$ cat config.mk
export PLATFORM = sky130hd
export DESIGN_NAME = seq_detector_flat
export DESIGN_NICKNAME = d
export VERILOG_FILES = /design/src/rtl/seq_det_pkg.sv /design/src/rtl/seq_detector_if.sv /design/src/rtl/seq_detector_dff.sv /design/src/rtl/seq_detector.sv /design/src/flat_wrapper.sv
export SDC_FILE = /design/constraint.sdc
export NUM_CORES = 1
export LEC_CHECK = 0
export CORE_AREA = 4 4 52 54
export CTS_BUF_LIST = sky130_fd_sc_hd__clkbuf_16
export DETAILED_ROUTE_END_ITERATION = 8
export DIE_AREA = 0 0 56 58
export HOLD_SLACK_MARGIN = 0.15
export PLACE_DENSITY_LB_ADDON = 0.25
export SLEW_MARGIN = 20
export SYNTH_ARGS = -nofsm -noshare
export SYNTH_HDL_FRONTEND = slang
export SYNTH_HIERARCHICAL = 1
export SYNTH_SLANG_ARGS = --single-unit
$ cat constraint.sdc
create_clock -name clk -period 2.7 [get_ports clk]
set_clock_uncertainty 0.2 [all_clocks]
set_input_delay 0.54 -clock clk [delete_from_list [all_inputs] [get_ports clk]]
set_output_delay 0.54 -clock clk [all_outputs]
set_load 0.03 [all_outputs]
$ cat src/rtl/seq_det_pkg.sv
// Shared types and sizing helpers for the serial pattern detector.
package seq_det_pkg;

  typedef enum logic [1:0] {
    EMPTY   = 2'd0,
    FILLING = 2'd1,
    ARMED   = 2'd2
  } fill_state_t;

  // Width needed to count valid bits from 0 up to pat_w inclusive.
  function automatic int fill_w(input int pat_w);
    return $clog2(pat_w + 1);
  endfunction

endpackage

$ cat src/rtl/seq_detector_if.sv
// Stream-in / detect-out bundle between a bit source and the pattern detector.
interface seq_detector_if #(
  parameter int CNT_W = 8
);
  logic             d;
  logic             en;
  logic             detect;
  logic [CNT_W-1:0] count;
  logic             armed;

  modport master (output d, en, input detect, count, armed);
  modport slave  (input d, en, output detect, count, armed);
endinterface

$ cat src/rtl/seq_detector_dff.sv
// Single-bit D flip-flop with asynchronous active-high reset; the detector's input register.
module dff (
  input  logic clk,
  input  logic rst,
  input  logic d,
  output logic q
);

  always_ff @(posedge clk or posedge rst) begin
    if (rst) q <= 1'b0;
    else     q <= d;
  end

endmodule

$ cat src/rtl/seq_detector.sv
// Sliding-window serial pattern detector with a fill guard and saturating match counter.
//
//   state   | meaning
//   EMPTY   | no valid bit taken since reset
//   FILLING | 1..PAT_W-1 valid bits in hist
//   ARMED   | hist holds PAT_W valid bits; stays here until reset
module seq_detector
  import seq_det_pkg::*;
#(
  parameter int               PAT_W   = 4,
  parameter logic [PAT_W-1:0] PATTERN = 4'b1011,
  parameter int               CNT_W   = 8
) (
  input logic           clk,
  input logic           rst,
  seq_detector_if.slave bus
);

  localparam int             FW        = fill_w(PAT_W);
  localparam logic [FW-1:0]  FILL_MAX  = FW'(PAT_W);
  localparam logic [FW-1:0]  FILL_LAST = FW'(PAT_W - 1);

  logic             d_q, en_q;
  logic [PAT_W-1:0] hist_q, hist_d, next_hist;
  logic [FW-1:0]    fill_q, fill_d;
  fill_state_t      state_q, state_d;
  logic             detect_q, detect_d;
  logic [CNT_W-1:0] count_q, count_d;
  logic             armed_q, armed_d;
  logic             full_next;

  dff u_dff_d  (.clk(clk), .rst(rst), .d(bus.d),  .q(d_q));
  dff u_dff_en (.clk(clk), .rst(rst), .d(bus.en), .q(en_q));

  always_comb begin
    hist_d    = hist_q;
    fill_d    = fill_q;
    state_d   = state_q;
    count_d   = count_q;
    next_hist = {hist_q[PAT_W-2:0], d_q};
    // The incoming bit completes a full window only once PAT_W-1 valid bits precede it.
    full_next = (fill_q >= FILL_LAST) || (state_q == ARMED);
    detect_d  = en_q && full_next && (next_hist == PATTERN);

    if (en_q) begin
      hist_d = next_hist;
      unique case (state_q)
        EMPTY: begin
          state_d = FILLING;
          fill_d  = FW'(1);
        end
        FILLING: begin
          fill_d = fill_q + 1'b1;
          if (fill_q + 1'b1 == FILL_MAX) state_d = ARMED;
        end
        default: ;
      endcase
    end

    if (detect_d && (count_q != '1)) count_d = count_q + 1'b1;
    armed_d = (state_d == ARMED);
  end

  always_ff @(posedge clk or posedge rst) begin
    if (rst) begin
      hist_q   <= '0;
      fill_q   <= '0;
      state_q  <= EMPTY;
      detect_q <= 1'b0;
      count_q  <= '0;
      armed_q  <= 1'b0;
    end else begin
      hist_q   <= hist_d;
      fill_q   <= fill_d;
      state_q  <= state_d;
      detect_q <= detect_d;
      count_q  <= count_d;
      armed_q  <= armed_d;
    end
  end

  assign bus.detect = detect_q;
  assign bus.count  = count_q;
  assign bus.armed  = armed_q;

endmodule

$ cat src/flat_wrapper.sv
// flat-port wrapper written by rule: the top's interface ports become plain ports
module seq_detector_flat import seq_det_pkg::*;
#(
  parameter int               PAT_W   = 4,
  parameter logic [PAT_W-1:0] PATTERN = 4'b1011,
  parameter int               CNT_W   = 8
)
  (clk, rst, bus_d, bus_en, bus_detect, bus_count, bus_armed);
  seq_detector_if #(.CNT_W(CNT_W)) bus_i ();
  input logic clk;
  input logic rst;
  input wire logic [$bits(bus_i.d)-1:0] bus_d;
  input wire logic [$bits(bus_i.en)-1:0] bus_en;
  output wire logic [$bits(bus_i.detect)-1:0] bus_detect;
  output wire logic [$bits(bus_i.count)-1:0] bus_count;
  output wire logic [$bits(bus_i.armed)-1:0] bus_armed;
  assign bus_i.d = bus_d;
  assign bus_i.en = bus_en;
  assign bus_detect = bus_i.detect;
  assign bus_count = bus_i.count;
  assign bus_armed = bus_i.armed;
  seq_detector #(.PAT_W(PAT_W), .PATTERN(PATTERN), .CNT_W(CNT_W)) u_core (.clk(clk), .rst(rst), .bus(bus_i));
endmodule
==> impl_metrics.toml, run 1 <==
[critical_path]
required_ps = 1960
worstSetupStartpoint = "u_core/bus.count[3]$_DFFE_PP0P_"
cp-start-kind = "flip-flop"
cp-endpoint = "bus_count[3]"
worst_path_max_delay_cell = "clkdlybuf4s50_1"
cpPeakStageDelay_ps = 710
critical_path_depth = 1
crit_buf_inv = 1
reg2reg_depth = 6
critPathKind = "reg2out"
cp_top_family = "buffers and inverters"
crit_fanout = 6
reg2reg_slack_ps = 630
rr_endpoint = "u_core/bus.count[1]$_DFFE_PP0P_"
cp_data_arrival_time_ps = 1390
worstPathCellList = "clkdlybuf4s50_1"
end_kind = "output port"
reg2reg_from = "u_core/fill_q[0]$_DFFE_PP0P_"

[sta]
tightest_slew_ps = 682.2
finalSetupViolCount = 0
rsz0062_at_grt = "no"
hold_violations = 0
slew_headroom_pct = 54.47
fmax_ghz = 0.4703
drv_slew = 0
fin_setup_tns_ps = 0
fin_crit_sh_pct = 78.75
period_needed_ps = 2126

[route]
wl_per_cell_microns = 12.81
drc = 0
postRouteAntennaNets = 0
vias = 608
viasPerCell = 5.025
firstDrtPassIters = 4
drt-initial-drc-count = 10
wirelength_mm = 1.550

[synthesis]
synth_top_cell_by_area = "dfrtp_1"
synth-seq-cells = 20
synthesis.nets = 84
synthesis.area_sq_um = 865.8
ys_types = 21
yosysWarnings = 6
synthTopCellsByArea = "dfrtp_1 (58%), ha_1 (5.8%), mux2_2 (5.2%), xor2_1 (5.1%), inv_1 (3.0%)"
yosysTopAreaCellShare_pct = 57.80
synth-seq-area-share_pct = 57.80
syn_inst = 76
avgSynthCellArea_sq_um = 11.39

[final_layout]
multi_input_area_sq_um = 339.1
final_common_cell = "dfrtp_1"
fin_nets = 102
area_growth_pct = 28.18
antenna_cells = 0
drive_above_1_share_pct = 8.602
final_cell_mix = "dfrtp_1 (20), clkdlybuf4s50_1 (13), inv_1 (7), nand2_1 (7), xor2_1 (5)"
layout.area.seq_sq_um = 500.5
fillerInstances = 222

[power_and_ir_drop]
p_switching_mw = 0.2734
p_sw_share_pct = 29.20
p_per_area_mw_per_mm2 = 843.5
p_total_mw = 0.9361
internal_power_mw = 0.6627
pwr-share-clk_pct = 31.5
combinationalPowerShare_pct = 24.2
p_leak_nw = 0.5209
ir_drop_mv = 0.7838
p_seq_share_pct = 44.3

[clock_network]
ctsHoldBuffers = 0
clock_sinks = 20
ctsRootBufferMaster = "clkbuf_16"
clockBufferDepth = 2
numCtsBuffers = 3
post_cts_buffers = 0
cts_max_level = 1
cts_tree = "built"
clk_pin_slew_ps = 50
worstSkewPairLatency_ps = 250
cts_resized = 0

[floorplanning]
die_y_microns = 58
io_pins = 14
initial_core_util_pct = 39.14
core_region_area_sq_mm = 0.002212
row_count = 17
chipWidth_microns = 56
fp.dieArea_sq_mm = 0.003248

[global_route]
grt_max_degree = 19
grt-ovfl-total = 0
grt_pass1_wl_mm = 2.808
grt.total_usage_pct = 11.10
antenna_found_initial = 0
grt_pass1_vias = 598

[worst_hold_path]
hold_path_class = "in2async"

[placement]
port_buffers = 13
gp_congestion = 0.7640
dp_hpwl_mm = 1.133

[job]
max_cap_violations = 0

[status]
status = "finished, final reports clean"
==> sequential cells by signal, indices dropped and copies added, names as in the netlist <==
| register | count |
|---|---|
| u_core/bus.detect | 1 |
| u_core/u_dff_en/q | 1 |
| u_core/bus.armed | 1 |
| u_core/hist_q | 3 |
| u_core/u_dff_d/q | 1 |
| u_core/state_q | 2 |
| u_core/fill_q | 3 |
| u_core/bus.count | 8 |
==> cell type report <==
| type | instances | area share [%] |
|---|---|---|
| Timing Repair Buffer | 13 | 11.72 |
| Multi-Input combinational cell | 49 | 30.55 |
| Sequential cell | 20 | 45.10 |
| Clock inverter | 1 | 0.3382 |
| Clock buffer | 3 | 6.764 |
| Inverter | 7 | 2.368 |
| Tap cell | 28 | 3.157 |
==> power by group through the flow <==
stage / Sequential [mW] / Clock [mW] / Combinational [mW]
final: 0.414 / 0.295 / 0.227
after global routing: 0.426 / 0.316 / 0.257
after CTS: 0.414 / 0.304 / 0.232
after detailed placement: 0.417 / 0 / 0.230
after global placement: 0.415 / 0 / 0.222
after floorplan: 0.448 / 0 / 0.117
==> routing by layer <==
layer / wire [microns] / part of all wire [%] / vias to the layer above / global-route usage [%]
li1: - / - / 300 / -
met1: 773 / 50 / 294 / 14.72
met2: 690 / 45 / 12 / 16.53
met3: 74 / 4.8 / 2 / 4.232
met4: 12 / 0.77 / 0 / 4.068
met5: 0 / 0 / - / 0
==> kinds of logic (layout without fill, tap and decap cells) <==
logic type	after synthesis	in the layout	synth area share [%]
adders and majority gates	4	4	5.781
muxes	4	4	5.202
and+or+nand+nor	25	25	15.46
AOI/OAI and AO/OA	11	11	7.659
xor gates and xnor gates	5	5	5.058
DFF	20	20	57.80
buffers and inverters	7	24	3.035
==> how the worst min path moves through the flow <==
stage	to	slack, ps	depth (start not counted)
3_3_place_gp	u_core/hist_q[1]$_DFFE_PP0P_	290	1
6_report	u_core/u_dff_en/q$_DFF_PP0_	290	2
4_1_cts	u_core/u_dff_d/q$_DFF_PP0_	290	2
3_5_place_dp	u_core/hist_q[1]$_DFFE_PP0P_	300	1
5_1_grt	u_core/u_dff_en/q$_DFF_PP0_	320	2
2_1_floorplan	u_core/u_dff_d/q$_DFF_PP0_	70	1
==> stage by stage <==
stage	util [%]	area [sq um]	instances	setup slack, ps	hold slack [ps]
after global routing	50.17	1110	121	518.6	324.9
after CTS	50.17	1110	121	557.6	292.5
after detailed placement	46.61	1031	117	645.1	296.1
after floorplan	-	865.8	76	767.9	68.71
final	50.17	1110	121	573.7	292.7
after global placement	46.61	1031	117	714.4	289.5
==> cells in the mapped netlist <==
cell	n
inv_1	7
nand4b_1	1
nor4_1	2
o21ai_0	3
o31ai_1	1
a31oi_1	2
nand2b_1	3
nand3_1	4
a211oi_1	1
nor2b_1	1
nor3_1	1
xor2_1	5
nand4_1	1
a21oi_1	3
mux2_2	4
nand2_1	7
dfrtp_1	20
nor4b_2	1
a211o_1	1
ha_1	4
nor2_1	4
No activity file was read; power rests on OpenSTA's default activity.
==> run 2: changes to the inputs <==
==> constraint.sdc (replaced) <==
create_clock -name clk -period 1.76 [get_ports clk]
set_clock_uncertainty 0.2 [all_clocks]
set_input_delay 0.352 -clock clk [delete_from_list [all_inputs] [get_ports clk]]
set_output_delay 0.352 -clock clk [all_outputs]
set_load 0.03 [all_outputs]
==> run 2 against run 1 <==
Against the previous run: the run now ends with setup timing left; sequential share of layout area is 6.8 points lower; sequential cell count unchanged; clock power increased by 58%; count of clock-buffer cells in the layout stayed put; sequential power up 53%; via count rose by 11%; first-iteration DRC count down 30%; global-route usage increased by 2.7 points; highest routed layer unchanged.
==> impl_metrics.toml, run 2 (synthesis gave the netlist of run 1 again) <==
[sta]
rsz0062_at_grt = "yes"
slew_headroom_pct = 74.87
tightest_slew_ps = 376.5
finalSetupViolCount = 8
fin_ws_ps = -112.4
drv_slew = 0
hold_violations = 0
fin_setup_tns_ps = -441.6
whs_ps = 302.8
fin_crit_sh_pct = 106.4
period_needed_ps = 1872
fmax_ghz = 0.5341

[clock_network]
numCtsBuffers = 3
cts_max_level = 1
clock_sinks = 20
cts_tree = "built"
worstSkewPairLatency_ps = 250
clk_pin_slew_ps = 60
clockBufferDepth = 2
ctsRootBufferMaster = "clkbuf_16"

[global_route]
grtUsageMet1_pct = 16.60
grt-ovfl-total = 0
use_met3_pct = 4.677
grt_max_degree = 12
grt_pass1_wl_mm = 3.367
grt.total_usage_pct = 13.76
busiest_layer = "met2"
antenna_found_initial = 0
use_met2_pct = 21.70
grt_pass1_vias = 740

[final_layout]
final_common_cell = "dfrtp_1"
area_growth_pct = 51.16
fin_area_sq_mm = 0.001309
antenna_cells = 0
utilization_pct = 59.16
fin_nets = 118
drive_above_1_share_pct = 31.19
largest_reg_flops = 8
final_cell_mix = "dfrtp_1 (19), buf_4 (13), dlygate4sd2_1 (10)"
stdcell_count = 137

[status]
violations = "setup timing"
status = "complete, but fails checks"

[route]
vias = 677
drt-initial-drc-count = 7
wirelength_mm = 1.939
postRouteAntennaNets = 0
drc = 0
wl_per_cell_microns = 14.15
firstDrtPassIters = 4
viasPerCell = 4.942

[floorplanning]
fp.dieArea_sq_mm = 0.003248
core_region_area_sq_mm = 0.002212
initial_core_util_pct = 39.14
chipWidth_microns = 56
io_pins = 14
row_count = 17
die_y_microns = 58

[worst_hold_path]
min_delay_path_depth = 1
hold_path_class = "reg2reg"
min_from = "u_core/bus.count[0]$_DFFE_PP0P_"
hold_path_end = "u_core/bus.count[0]$_DFFE_PP0P_"

[critical_path]
required_ps = 1700
end_kind = "flip-flop"
crit_fanout = 6
rr_endpoint = "u_core/bus.count[1]$_DFFE_PP0P_"
cp_top_family = "compound AO/OA/AOI/OAI gates"
cpPeakStageDelay_ps = 390
reg2reg_slack_ps = -110
crit_buf_inv = 0
cp_common_cell = "ha_4"
critPathKind = "reg2reg"
worst_path_max_delay_cell = "dfrtp_1"
reg2reg_from = "u_core/fill_q[0]$_DFFE_PP0P_"
worstPathCellList = "ha_4 -> ha_4 -> a211oi_2 -> a211o_4 -> nor2_4 -> mux2_4"
cp-start-kind = "flip-flop"
reg2reg_depth = 6
cp_data_arrival_time_ps = 1810
critical_path_depth = 6

[power_and_ir_drop]
p_total_mw = 1.607
p_per_area_mw_per_mm2 = 1228
p_leak_nw = 0.6488
ir_drop_mv = 0.7589

[placement]
gp_congestion = 0.8109
dp_hpwl_mm = 1.274
dpl_worst_slack_ps = -178.5
placed_area_sq_mm = 0.001141
dp.cells = 130
port_buffers = 13

[job]
max_cap_violations = 0
run 2: routing by layer:
| layer | vias to the layer above | wire length, microns |
|---|---|---|
| li1 | 328 | - |
| met1 | 328 | 879 |
| met2 | 17 | 952 |
| met3 | 4 | 60 |
| met4 | 0 | 48 |
| met5 | - | 0 |
run 2: area by class of cell:
class / instances / area (sq um)
Multi-Input combinational cell: 49 / 414.1
Clock inverter: 1 / 3.754
Sequential cell: 20 / 501.7
Tap cell: 28 / 35.03
Timing Repair Buffer: 29 / 247.7
Clock buffer: 3 / 75.07
Inverter: 7 / 31.28
Fill cell: 186 / 903.4
run 2: worst max path at each step:
stage	from	end	slack, ps
finish	u_core/fill_q[0]$_DFFE_PP0P_	u_core/bus.count[1]$_DFFE_PP0P_	-110
detailed placement	u_core/fill_q[1]$_DFFE_PP0P_	u_core/bus.count[1]$_DFFE_PP0P_	-180
global route	u_core/fill_q[1]$_DFFE_PP0P_	u_core/bus.count[1]$_DFFE_PP0P_	-160
floorplan	u_core/fill_q[0]$_DFFE_PP0P_	u_core/bus.count[1]$_DFFE_PP0P_	-60
global placement	u_core/fill_q[1]$_DFFE_PP0P_	u_core/bus.count[1]$_DFFE_PP0P_	-100
CTS	u_core/fill_q[0]$_DFFE_PP0P_	u_core/bus.count[1]$_DFFE_PP0P_	-170
run 2: repair_timing:
item | in CTS | in global routing
cloned | 0 | 0
endpoints found under the hold margin | 2 | 0
pin swaps | 2 | 4
hold buffers | 1 | 0
resized for setup | 20 | 6
buffers inserted | 2 | 0
setup endpoints to repair | 19 | 9
run 2: where the power goes:
part,internal [mW],switching (mW),leakage (nW)
Combinational,0.256,0.249,0.358
Sequential,0.554,0.0800,0.252
Clock,0.302,0.165,0.0385
